### src/rtl/svm_r_pkg.sv
// Shared types and default sizing for the SVM-R stream loader.
package svm_r_pkg;

    localparam int NUM_FEAT = 6;
    localparam int FEAT_W   = 4;
    localparam int SCORE_W  = 13;

    // Loader sequencing states
    typedef enum logic [1:0] {
        IDLE = 2'd0,
        LOAD = 2'd1,
        EVAL = 2'd2,
        HOLD = 2'd3
    } state_t;

    // Packed feature vector as presented to the classifier
    typedef logic [NUM_FEAT*FEAT_W-1:0] feat_vec_t;

    // Classifier score, two's complement
    typedef logic signed [SCORE_W-1:0] score_t;

endpackage

### src/rtl/svm_r_stream_loader.sv
// Serial feature stream -> packed classifier input, then captures the
// classifier score after a fixed settle window and offers it downstream.
module svm_r_stream_loader
    import svm_r_pkg::*;
#(
    parameter int NUM_FEAT    = svm_r_pkg::NUM_FEAT,
    parameter int FEAT_W      = svm_r_pkg::FEAT_W,
    parameter int SCORE_W     = svm_r_pkg::SCORE_W,
    parameter int EVAL_CYCLES = 1
) (
    input  logic                       clk,
    input  logic                       rst_n,
    input  logic                       s_valid,
    output logic                       s_ready,
    input  logic [FEAT_W-1:0]          s_data,
    input  logic                       s_last,
    output logic [NUM_FEAT*FEAT_W-1:0] clf_inp,
    input  logic [SCORE_W-1:0]         clf_out,
    output logic                       m_valid,
    input  logic                       m_ready,
    output logic [SCORE_W-1:0]         m_score,
    output logic                       m_err
);

    localparam int CNT_W = (NUM_FEAT > 1) ? $clog2(NUM_FEAT) : 1;
    localparam int VEC_W = NUM_FEAT * FEAT_W;
    localparam logic [CNT_W-1:0] LAST_IDX   = CNT_W'(NUM_FEAT - 1);
    localparam logic [3:0]       SETTLE_END = 4'(EVAL_CYCLES - 1);

    state_t             state_reg;
    logic [CNT_W-1:0]   cnt_reg;
    logic [3:0]         settle_reg;
    logic               s_ready_reg;
    logic               m_valid_reg;
    logic               m_err_reg;
    logic               err_pend_reg;
    logic [SCORE_W-1:0] m_score_reg;
    logic [VEC_W-1:0]   clf_inp_reg;
    logic [VEC_W-1:0]   clf_inp_next;

    logic beat_acc;
    logic last_beat;
    logic frame_err;

    // A beat is only consumed while loading; s_ready_reg is already low elsewhere
    // but the state term keeps the qualification explicit.
    assign beat_acc  = (state_reg == LOAD) && s_valid && s_ready_reg;

    // Vector closes on an explicit s_last or when the lane file is full.
    assign last_beat = s_last || (cnt_reg == LAST_IDX);

    // Early s_last and a missing s_last on the final lane are both framing errors.
    assign frame_err = s_last ? (cnt_reg != LAST_IDX) : (cnt_reg == LAST_IDX);

    // Per-lane next value: the addressed lane takes the beat, lanes beyond an
    // early s_last are cleared so stale features from a previous vector never
    // reach the classifier, and all other lanes hold.
    generate
        for (genvar gi = 0; gi < NUM_FEAT; gi++) begin : g_lane
            always_comb begin
                clf_inp_next[gi*FEAT_W +: FEAT_W] = clf_inp_reg[gi*FEAT_W +: FEAT_W];
                if (CNT_W'(gi) == cnt_reg) begin
                    clf_inp_next[gi*FEAT_W +: FEAT_W] = s_data;
                end else if (s_last && (CNT_W'(gi) > cnt_reg)) begin
                    clf_inp_next[gi*FEAT_W +: FEAT_W] = '0;
                end
            end
        end
    endgenerate

    // Sequencer: loads lanes, waits out the classifier settle time, captures the
    // score and holds it until the downstream handshake.
    always_ff @(posedge clk or negedge rst_n) begin
        if (!rst_n) begin
            state_reg    <= IDLE;
            cnt_reg      <= '0;
            settle_reg   <= '0;
            s_ready_reg  <= 1'b0;
            m_valid_reg  <= 1'b0;
            m_err_reg    <= 1'b0;
            err_pend_reg <= 1'b0;
            m_score_reg  <= '0;
            clf_inp_reg  <= '0;
        end else begin
            case (state_reg)
                IDLE: begin
                    state_reg   <= LOAD;
                    s_ready_reg <= 1'b1;
                    cnt_reg     <= '0;
                end

                LOAD: begin
                    if (beat_acc) begin
                        clf_inp_reg <= clf_inp_next;
                        if (last_beat) begin
                            state_reg    <= EVAL;
                            s_ready_reg  <= 1'b0;
                            settle_reg   <= '0;
                            err_pend_reg <= frame_err;
                        end else begin
                            cnt_reg <= cnt_reg + 1'b1;
                        end
                    end
                end

                EVAL: begin
                    if (settle_reg == SETTLE_END) begin
                        m_score_reg <= clf_out;
                        m_err_reg   <= err_pend_reg;
                        m_valid_reg <= 1'b1;
                        state_reg   <= HOLD;
                    end else begin
                        settle_reg <= settle_reg + 1'b1;
                    end
                end

                HOLD: begin
                    if (m_ready) begin
                        m_valid_reg <= 1'b0;
                        cnt_reg     <= '0;
                        s_ready_reg <= 1'b1;
                        state_reg   <= LOAD;
                    end
                end

                default: begin
                    state_reg   <= IDLE;
                    s_ready_reg <= 1'b0;
                    m_valid_reg <= 1'b0;
                end
            endcase
        end
    end

    assign s_ready = s_ready_reg;
    assign m_valid = m_valid_reg;
    assign m_score = m_score_reg;
    assign m_err   = m_err_reg;
    assign clf_inp = clf_inp_reg;

endmodule

### config.mk
export PLATFORM = sky130hd
export DESIGN_NAME = svm_r_stream_loader
export DESIGN_NICKNAME = d
export VERILOG_FILES = /design/src/rtl/svm_r_pkg.sv /design/src/rtl/svm_r_stream_loader.sv
export SDC_FILE = /design/constraint.sdc
export NUM_CORES = 1
export LEC_CHECK = 0
export ABC_AREA = 1
export ABC_CLOCK_PERIOD_IN_PS = 3100
export CELL_PAD_IN_SITES_DETAIL_PLACEMENT = 1
export CELL_PAD_IN_SITES_GLOBAL_PLACEMENT = 1
export CORE_AREA = 10 10 96 98
export DETAILED_ROUTE_END_ITERATION = 7
export DIE_AREA = 0 0 106 108
export MAX_ROUTING_LAYER = met4
export PLACE_DENSITY_LB_ADDON = 0.15
export SYNTH_ARGS = -nofsm -noshare
export SYNTH_HDL_FRONTEND = slang
export SYNTH_SLANG_ARGS = --single-unit
### constraint.sdc
create_clock -name clk -period 3.1 [get_ports clk]
set_clock_uncertainty 0.05 [all_clocks]
set_input_delay 0.93 -clock clk [delete_from_list [all_inputs] [get_ports clk]]
set_output_delay 0.93 -clock clk [all_outputs]
set_load 0.01 [all_outputs]
==> results.yml <==
run_status:
  status: "completed"
sta:
  setup_viol: 0
  finalSetupTns_ps: 0
  period_needed_ps: 2320
  max_slew.worst_pin.slew_ps: 652
  rsz0062_at_grt: "no"
  slew_headroom: 0.566
  max_freq_mhz: 432
  finalHoldViolations: 0
  fin_crit_sh: 0.747
  final-max-slew-violation-count: 0
die:
  fp.coreArea_um2: 7450
  fp-row-count: 32
  die_h_um: 108
  die_w_um: 106
  ios: 62
  initial_utilization: 0.335
  die-area_um2: 11400
clock_tree:
  clkTransAtPathRegs_ps: 100
  clkLatencyLatePin_ps: 310
  cts-root-buf: "clkbuf_8"
  clk_path_buf_depth: 2
  ctsResizeCount: 0
  htreeDepth: 2
  cts_tree: "yes"
  cts_buffers: 5
  clock_sinks: 50
  cts_hold_buf: 0
  post_cts_buffers: 0
pwr:
  seqPwrFrac: 0.374
  switching_power_mw: 1.00
  share_comb_of_total_power: 0.451
  swShare: 0.376
  p_clk_frac: 0.175
  power.density_nw_per_um2: 809
  p_int_mw: 1.66
  peakVddDrop_mv: 0.222
  p_leak_nw: 1.63
critical_path:
  cp_cell_sequence: "clkdlybuf4s50_1"
  worstPathMaxFanout: 4
  cp.required_ps: 2120
  rr_worst_depth: 11
  crit_family: "buffers and inverters"
  critPathBufInv: 1
  cp_num_cells: 1
  start_kind: "flop"
  end_kind: "primary output"
  cp_slowest_cell: "clkdlybuf4s50_1"
  worst_ep_arrival_time_ps: 1340
  criticalPathCategory: "reg2out"
  worst_path_largest_cell_delay_ps: 580
place:
  portBuffers: 61
  dpl_cell_area_um2: 3180
  dp_hpwl_mm: 4.90
  gp_congestion: 0.756
logic_synthesis:
  syn_area_um2: 2490
  synth_largest_area_cell: "dfrtp_1"
  synth-compound-area-share: 0.109
  ys_top_cells_by_area: "dfrtp_1 (50%), nand2_1 (14%), inv_1 (7.2%)"
  synth_cell_types: 24
  synth.top_cell.area_share: 0.502
  syn_avg_cell_area_um2: 8.48
  syn-instance-count: 294
  synth_warnings: 0
  syn_nets: 327
  muxShareOfSynthArea: 0
  synthSimpleGateAreaFrac: 0.234
  synth-seq-cells: 50
  synth-xor-area-share: 0
  synth_top_family_by_area: "simple AND/OR/NAND/NOR gates"
  synth_adder_area_share: 0.0552
  ys_seq_area_frac: 0.502
final_layout:
  finalNetCount: 390
  final_common_cell: "nand2_1"
  drive_above_1_share: 0.103
  antennaDiodeCount: 0
  area_growth_pct: 31.8
  largest_reg_flops: 24
  final_cell_mix: "nand2_1 (90), clkdlybuf4s50_1 (60), dfrtp_1 (50)"
  postLayoutCellArea_um2: 3290
route:
  dr.pass1.iters: 4
  drt_wl_total_mm: 6.41
  num_vias: 2048
  ant_nets: 0
  drt_iter0_markers: 63
  wire_per_inst_um: 13.9
  drcViolationCount: 0
  viasPerCell: 4.45
grt:
  grt_pass1_wl_mm: 11.0
  grt_antenna_before_repair: 0
  grt_start_max_net_pins: 51
  track_usage: 0.120
  grt_pass1_vias: 2124
  overflow: 0
min_path:
  min_path_type: "reg2reg"
  min_path_cells: 2
flow_run:
  cap_violations: 0
kinds of logic (layout without fill, tap and decap cells):
family / Yosys count / after routing
and+or+nand+nor: 131 / 131
buffers and inverters: 56 / 120
DFF: 50 / 50
AOI/OAI and AO/OA: 46 / 46
adders and majority gates: 11 / 11
routing by layer:
metal | track usage | part of all wire | vias up
met5 | - | 0 | -
met3 | 0.0238 | 0.028 | 6
met2 | 0.178 | 0.45 | 35
met4 | 0.0348 | 0.011 | 0
met1 | 0.162 | 0.51 | 974
li1 | - | - | 1033
synth_stat cells (all sizes together):
library cell,n
a21oi,9
buf,6
clkinv,1
dfrtp,50
ha,11
inv,49
nand2,95
nand3,21
nand4,2
nor2,11
o21ai,37
or2,2
metrics by stage:
stage	power, mW	hold WS, ps	worst slack (ps)	cells	util
global placement	2.21	407	561	452	0.427
detailed placement	2.24	412	524	452	0.427
floorplan	1.70	441	1250	294	-
finish	2.66	426	785	460	0.441
global route	2.89	470	711	460	0.441
CTS	2.72	436	772	460	0.441
layout make-up:
class | instances | area, um^2
Clock buffer | 5 | 68.8
Multi-Input combinational cell | 188 | 992
Inverter | 50 | 193
Timing Repair Buffer | 62 | 613
Tap cell | 102 | 128
Fill cell | 918 | 4160
Sequential cell | 50 | 1250
Clock inverter | 3 | 40.0
worst paths after layout:
kind / from / to / slack [ps]
min in group asynchronous: rst_n / clf_inp[22] / 670
max: s_ready / s_ready / 780
max in group asynchronous: rst_n / m_score[4] / 1890
min: clf_inp[21] / clf_inp[21] / 430
max reg2reg: cnt_reg[1] / state_reg[1] / 1030
min reg2reg: clf_inp[21] / clf_inp[21] / 430
power by group through the flow:
stage | clock, mW | combinational (mW) | sequential (mW)
after floorplan | 0 | 0.616 | 1.08
after global placement | 0 | 1.20 | 1.01
after detailed placement | 0 | 1.23 | 1.01
after CTS | 0.482 | 1.23 | 1.00
after global routing | 0.504 | 1.36 | 1.03
final | 0.465 | 1.20 | 0.996
Note: power is estimated with default switching activity, not from simulation.
